`src/rtl/muxn_pipe_if.sv`:
```
// Bundle for the muxn_pipe select: packed data inputs, select, beat qualifiers
// and the registered result. The master drives the inputs and the slave is the select.
interface muxn_pipe_if #(
    parameter int WIDTH = 32,
    parameter int N     = 4
);
    localparam int SEL_W = $clog2(N);

    logic [N*WIDTH-1:0] data_i;
    logic [SEL_W-1:0]   sel_i;
    logic               valid_i;
    logic               stall_i;
    logic               flush_i;
    logic [WIDTH-1:0]   data_o;
    logic               valid_o;
    logic               sel_err_o;

    modport master (
        output data_i, sel_i, valid_i, stall_i, flush_i,
        input  data_o, valid_o, sel_err_o
    );

    modport slave (
        input  data_i, sel_i, valid_i, stall_i, flush_i,
        output data_o, valid_o, sel_err_o
    );
endinterface

```
`src/rtl/muxn_pipe.sv`:
```
// N-way WIDTH-bit select feeding a LATENCY-deep {valid, data, err} shift register with stall/flush.
// Define MUXN_SEL_CHECK_EN to carry an out-of-range select flag alongside each beat.
module muxn_pipe #(
    parameter  int WIDTH   = 32,
    parameter  int N       = 4,
    parameter  int LATENCY = 1,
    localparam int SEL_W   = $clog2(N)
) (
    input  logic        clk,
    input  logic        rst,
    muxn_pipe_if.slave  bus
);

    logic [WIDTH-1:0] w_in [N];
    logic [WIDTH-1:0] w_sel_data;

    for (genvar gi = 0; gi < N; gi++) begin : g_slice
        assign w_in[gi] = bus.data_i[gi*WIDTH +: WIDTH];
    end

    // Unmatched selects (only reachable for non-power-of-2 N) fall back to input 0.
    always_comb begin
        w_sel_data = w_in[0];
        for (int k = 1; k < N; k++) begin
            if (bus.sel_i == SEL_W'(k)) begin
                w_sel_data = w_in[k];
            end
        end
    end

`ifdef MUXN_SEL_CHECK_EN
    localparam logic [SEL_W:0] NUM_IN = (SEL_W+1)'(N);
    logic w_err_head;
    assign w_err_head = bus.valid_i && ({1'b0, bus.sel_i} >= NUM_IN);
`endif

    for (genvar gi = 0; gi < LATENCY; gi++) begin : g_stage
        logic             r_valid;
        logic [WIDTH-1:0] r_data;
        logic             w_valid_in;
        logic [WIDTH-1:0] w_data_in;

        if (gi == 0) begin : g_head
            assign w_valid_in = bus.valid_i;
            assign w_data_in  = w_sel_data;
        end else begin : g_tail
            assign w_valid_in = g_stage[gi-1].r_valid;
            assign w_data_in  = g_stage[gi-1].r_data;
        end

        // Flush outranks stall; data loads regardless of valid.
        always_ff @(posedge clk or posedge rst) begin
            if (rst) begin
                r_valid <= 1'b0;
                r_data  <= '0;
            end else if (bus.flush_i) begin
                r_valid <= 1'b0;
                r_data  <= '0;
            end else if (!bus.stall_i) begin
                r_valid <= w_valid_in;
                r_data  <= w_data_in;
            end
        end

`ifdef MUXN_SEL_CHECK_EN
        logic r_err;
        logic w_err_in;

        if (gi == 0) begin : g_err_head
            assign w_err_in = w_err_head;
        end else begin : g_err_tail
            assign w_err_in = g_stage[gi-1].r_err;
        end

        always_ff @(posedge clk or posedge rst) begin
            if (rst) begin
                r_err <= 1'b0;
            end else if (bus.flush_i) begin
                r_err <= 1'b0;
            end else if (!bus.stall_i) begin
                r_err <= w_err_in;
            end
        end
`endif
    end

    assign bus.data_o  = g_stage[LATENCY-1].r_data;
    assign bus.valid_o = g_stage[LATENCY-1].r_valid;
`ifdef MUXN_SEL_CHECK_EN
    assign bus.sel_err_o = g_stage[LATENCY-1].r_err;
`else
    assign bus.sel_err_o = 1'b0;
`endif

endmodule

```
`src/flat_wrapper.sv`:
```
// flat-port wrapper written by rule: the top's interface ports become plain ports
module muxn_pipe_flat 
#(
    parameter  int WIDTH   = 32,
    parameter  int N       = 4,
    parameter  int LATENCY = 1,
    localparam int SEL_W   = $clog2(N)
)
  (clk, rst, bus_data_i, bus_sel_i, bus_valid_i, bus_stall_i, bus_flush_i, bus_data_o, bus_valid_o, bus_sel_err_o);
  muxn_pipe_if #(.WIDTH(WIDTH), .N(N)) bus_i ();
  input  logic clk;
  input  logic rst;
  input wire logic [$bits(bus_i.data_i)-1:0] bus_data_i;
  input wire logic [$bits(bus_i.sel_i)-1:0] bus_sel_i;
  input wire logic [$bits(bus_i.valid_i)-1:0] bus_valid_i;
  input wire logic [$bits(bus_i.stall_i)-1:0] bus_stall_i;
  input wire logic [$bits(bus_i.flush_i)-1:0] bus_flush_i;
  output wire logic [$bits(bus_i.data_o)-1:0] bus_data_o;
  output wire logic [$bits(bus_i.valid_o)-1:0] bus_valid_o;
  output wire logic [$bits(bus_i.sel_err_o)-1:0] bus_sel_err_o;
  assign bus_i.data_i = bus_data_i;
  assign bus_i.sel_i = bus_sel_i;
  assign bus_i.valid_i = bus_valid_i;
  assign bus_i.stall_i = bus_stall_i;
  assign bus_i.flush_i = bus_flush_i;
  assign bus_data_o = bus_i.data_o;
  assign bus_valid_o = bus_i.valid_o;
  assign bus_sel_err_o = bus_i.sel_err_o;
  muxn_pipe #(.WIDTH(WIDTH), .N(N), .LATENCY(LATENCY)) u_core (.clk(clk), .rst(rst), .bus(bus_i));
endmodule
```
`config.mk`:
```
export PLATFORM = sky130hd
export DESIGN_NAME = muxn_pipe_flat
export DESIGN_NICKNAME = d
export VERILOG_FILES = /design/src/rtl/muxn_pipe_if.sv /design/src/rtl/muxn_pipe.sv /design/src/flat_wrapper.sv
export SDC_FILE = /design/constraint.sdc
export NUM_CORES = 1
export LEC_CHECK = 0
export ABC_AREA = 1
export CORE_MARGIN = 2
export CORE_UTILIZATION = 37
export DETAILED_ROUTE_END_ITERATION = 8
export HOLD_SLACK_MARGIN = 0.03
export PLACE_DENSITY = 0.89
export SYNTH_ARGS = -nofsm -noshare
export SYNTH_HDL_FRONTEND = slang
export SYNTH_SLANG_ARGS = --single-unit
export TNS_END_PERCENT = 5
```
`constraint.sdc`:
```
create_clock -name clk -period 1.2 [get_ports clk]
set_input_delay 0.24 -clock clk [delete_from_list [all_inputs] [get_ports clk]]
set_output_delay 0.24 -clock clk [all_outputs]
set_load 0.03 [all_outputs]
```
==> run summary <==
Excluding fillers, the count of instances in the completed layout stands at 710. The floorplan step defined a die boundary enclosing 7770 µm². The fraction of synthesis flops using an asynchronous set or reset pin was 100.0%.

After synthesis, the cell types taking the most area are sky130_fd_sc_hd__dfrtp_1 32%, sky130_fd_sc_hd__nand2_1 23%, sky130_fd_sc_hd__nand3_1 11%, sky130_fd_sc_hd__nor2_1 9.2%, sky130_fd_sc_hd__inv_1 9.0%. The number of antenna violations at the first check in global routing was 0. In this run the standard cell core region covers 6832 µm². The cell type group with the largest total delay on the critical path was buffers and inverters.

The post-detailed-route count of antenna-violating nets is 0. The via count of the first global-routing pass came out at 3199. The run finished with clean final reports. For this block, the via count after detailed routing is 3348. STA classifies the critical path startpoint as an input pin.

The average via count per standard cell was 4.715. The summed negative setup slack over all endpoints was 0 ns; the flip-flop and latch count after synthesis was 33. TritonCTS created 5 clock buffers. The critical path goes through clkdlybuf4s50_1 -> inv_1 -> nand2_2 -> nand2_2 -> buf_6 -> nor2_1 -> nand2_1 -> nand2_1.

The floorplan has 30 rows. The post-CTS clock slew at the launch and capture registers of the worst setup and hold paths was 0.06 ns. The final critical path takes up 93.34% of the cycle. The post-route cell area came out at 4454 µm². The detailed router finished its first iteration with 216 violations. After global routing, the most crowded layer is met2. Once the floorplan was initialized, standard cells occupied 38.35% of the core.

Worst endpoint required time: 1.37 ns. For met1 alone, demand over resource in global routing was 25.76%. The final clock skew is 0 ns, and the final routed wirelength across all metal layers is 9121 µm. Of the cells placed in the final design, the portion with a size suffix greater than 1 is 11.24%.

Aggregate global routing overflow: 0. For this run, the total global-route usage over all layers was measured as 22.96%. The dominant cell type by area after synthesis was sky130_fd_sc_hd__dfrtp_1.

The post-DP HPWL was 6856 µm. The first-pass iteration count of the detailed router came out at 4. The clock root buffer was sky130_fd_sc_hd__clkbuf_8.

The placed cell count is 702, and the areal power density over the cells is 804.3 nW/µm². Post-synthesis instance area: 2620 µm². The maximum fanout along the worst path works out to 14. During synthesis, Yosys emitted a total of 0 warnings. Entering global routing, the biggest net connects 34 pins. The number of enable flip-flop cells after synthesis is 0. The endpoint identified for the worst register-to-register timing path is u_core.bus.data_o[0]$_DFFE_PP0P_.

The worst path in the final design needs a cycle of 1.120 ns, including I/O delays and setup. The critical path in this run is classified as in2reg. From synthesis to final layout, the design area changed by 70.01%. The buffer count from post-CTS setup fixing was 0; the data arrival at the endpoint of the critical path was 1.29 ns.

The logs give 452 for the number of standard cells after synthesis and 0 for the number of antenna diodes. For this run, global-route usage on met2 was measured as 43.25%. A synthesized cell averages 5.796 µm². Setup violations remaining at the end of the flow were counted as 0. The netlist uses 15 different library cells. Launch instance of the worst register-to-register path: u_core.bus.data_o[0]$_DFFE_PP0P_.

The post-synthesis sequential area ratio came out at 31.52%. The insertion delay to the later sink of the worst-skew pair is 0.27 ns. During I/O placement, the number of pins put on the boundary was 169.

The mean routed wirelength per cell came out at 12.85 µm. For the wire length of the first global-routing pass, the log shows 14060 µm. The worst hold path belongs to the class in2async. In this run the horizontal extent of the chip is 88.15 µm. The share of the core filled with cells in the final layout is 65.20%.

The largest individual stage delay along the critical path comes from the cell sky130_fd_sc_hd__clkdlybuf4s50_1. Library cell with the highest instance count after synthesis: sky130_fd_sc_hd__nand2_1. The tools report the maximum clock path buffer count as 2. The tree built by TritonCTS fans out to 33 sinks. Routability-driven placement finished with a final weighted congestion of 0.8003. STA classifies the critical path endpoint as a flop. The maximum clock frequency was 0.8928 GHz. For this run, the post-layout net count is 748. In this run the vertical extent of the chip is 88.15 µm. The depth of the most critical reg-to-reg path works out to 2. Across the run, the number of max-cap violations was 0. TritonCTS built the clock tree. The top cell type by area accounts for 31.52% of the synthesized area. Counting both buffers and inverters, the worst setup path holds a total of 3. The highest cell delay on the worst timing path was 0.40 ns. The setup check on the worst reg-to-reg path leaves a slack of 0.57 ns. The logs give 4.713% for the met3 usage in global routing and 2.416 nW for the leakage power figure. The number of H-tree branching levels is 2. After detailed routing, the number of remaining DRC violations is 0. The worst supply voltage drop on vdd was 448.8 µV. By count the netlist is led by 163 x sky130_fd_sc_hd__nand2_1, 64 x sky130_fd_sc_hd__nor2_1, 63 x sky130_fd_sc_hd__inv_1. The tools report the number of hold-slack violations in the final timing report as 0.

The number of nets handed over by synthesis was 587. The most frequently used flop master after synthesis is sky130_fd_sc_hd__dfrtp_1. The port buffer count came out at 167.

Summing all placed instances gives a cell area of 4363 µm². The run gives 0 as the final number of max-transition violations.
-- cell usage in the layout, fill, tap and decap left out --
master and count:
sky130_fd_sc_hd__buf_12 6, sky130_fd_sc_hd__buf_2 1, sky130_fd_sc_hd__buf_4 41, sky130_fd_sc_hd__buf_6 2, sky130_fd_sc_hd__clkbuf_1 3, sky130_fd_sc_hd__clkbuf_8 5, sky130_fd_sc_hd__clkdlybuf4s50_1 132, sky130_fd_sc_hd__conb_1 1
sky130_fd_sc_hd__dfrtp_1 33, sky130_fd_sc_hd__dlygate4sd2_1 1, sky130_fd_sc_hd__inv_1 63, sky130_fd_sc_hd__inv_2 1, sky130_fd_sc_hd__nand2_1 161, sky130_fd_sc_hd__nand2_2 3, sky130_fd_sc_hd__nand3_1 55, sky130_fd_sc_hd__nand3_2 10
sky130_fd_sc_hd__nor2_1 64, sky130_fd_sc_hd__o21ai_0 32
-- logic make-up after synthesis --
family	after synthesis	synth area share, %
buf+inv	93	15.14
other cells	1	0.1431
compound gates	32	6.113
simple gates	293	47.09
flops	33	31.52
-- report_power, final --
| group | total, mW | internal, mW | switching, mW | leakage [nW] |
|---|---|---|---|---|
| clock | 0.783 | 0.412 | 0.371 | 0.0395 |
| combinational | 1.51 | 0.751 | 0.760 | 1.95 |
| sequential | 1.29 | 1.22 | 0.0656 | 0.424 |
-- worst min-delay path: stages --
cell,delay [ns]
sky130_fd_sc_hd__clkdlybuf4s50_1,0.41
sky130_fd_sc_hd__inv_1,0.10
sky130_fd_sc_hd__buf_12,0.21
-- final cells by class --
class	instances	area, µm²
flip-flops and latches	33	825.8
fillers	621	2377
inverters	64	240.2
multi-input cells	326	1403
clock buffers	8	80.08
repair buffers	183	1785
well taps	96	120.1
-- metrics by stage --
| stage | setup slack (ns) | hold WS [ns] | power, mW |
|---|---|---|---|
| finish | 0.07992 | 0.3316 | 3.583 |
| global route | -0.0008326 | 0.3491 | 3.802 |
| CTS | 0.01342 | 0.3369 | 3.614 |
| detailed placement | -0.3868 | 0.4659 | 2.815 |
| global placement | -0.3170 | 0.4625 | 2.785 |
| floorplan | 0.1526 | 0.3689 | 2.019 |
-- state kept, by name (all words and copies together), names as in the netlist --
| signal | flops |
|---|---|
| u_core.bus.data_o | 32 |
| u_core.bus.valid_o | 1 |
-- layer usage --
layer | vias to the layer above | share of wire [%] | routed length [µm]
met5 | - | 0 | 0
met4 | 0 | 1.2 | 113
met3 | 13 | 9.3 | 844
met2 | 153 | 52 | 4700
met1 | 1496 | 38 | 3462
li1 | 1686 | - | -
-- worst max path at each step --
| stage | slack, ns | endpoint | startpoint | depth (start not counted) |
|---|---|---|---|---|
| 2_1_floorplan | 0.15 | u_core.bus.data_o[10]$_DFFE_PP0P_ | bus_flush_i | 7 |
| 3_3_place_gp | -0.32 | u_core.bus.data_o[14]$_DFFE_PP0P_ | bus_sel_i[1] | 8 |
| 3_5_place_dp | -0.39 | u_core.bus.data_o[19]$_DFFE_PP0P_ | bus_sel_i[1] | 8 |
| 4_1_cts | 0.01 | u_core.bus.data_o[0]$_DFFE_PP0P_ | bus_flush_i | 8 |
| 5_1_grt | -0.0008 | u_core.bus.data_o[4]$_DFFE_PP0P_ | bus_flush_i | 8 |
| 6_report | 0.08 | u_core.bus.data_o[0]$_DFFE_PP0P_ | bus_flush_i | 8 |
-- what timing repair did --
item,CTS,global route
resized for setup,2,3
gates cloned,0,0
hold buffers,0,0
endpoints found under the hold margin,0,0
setup endpoints to repair,32,20
No activity file was read; power rests on OpenSTA's default activity.
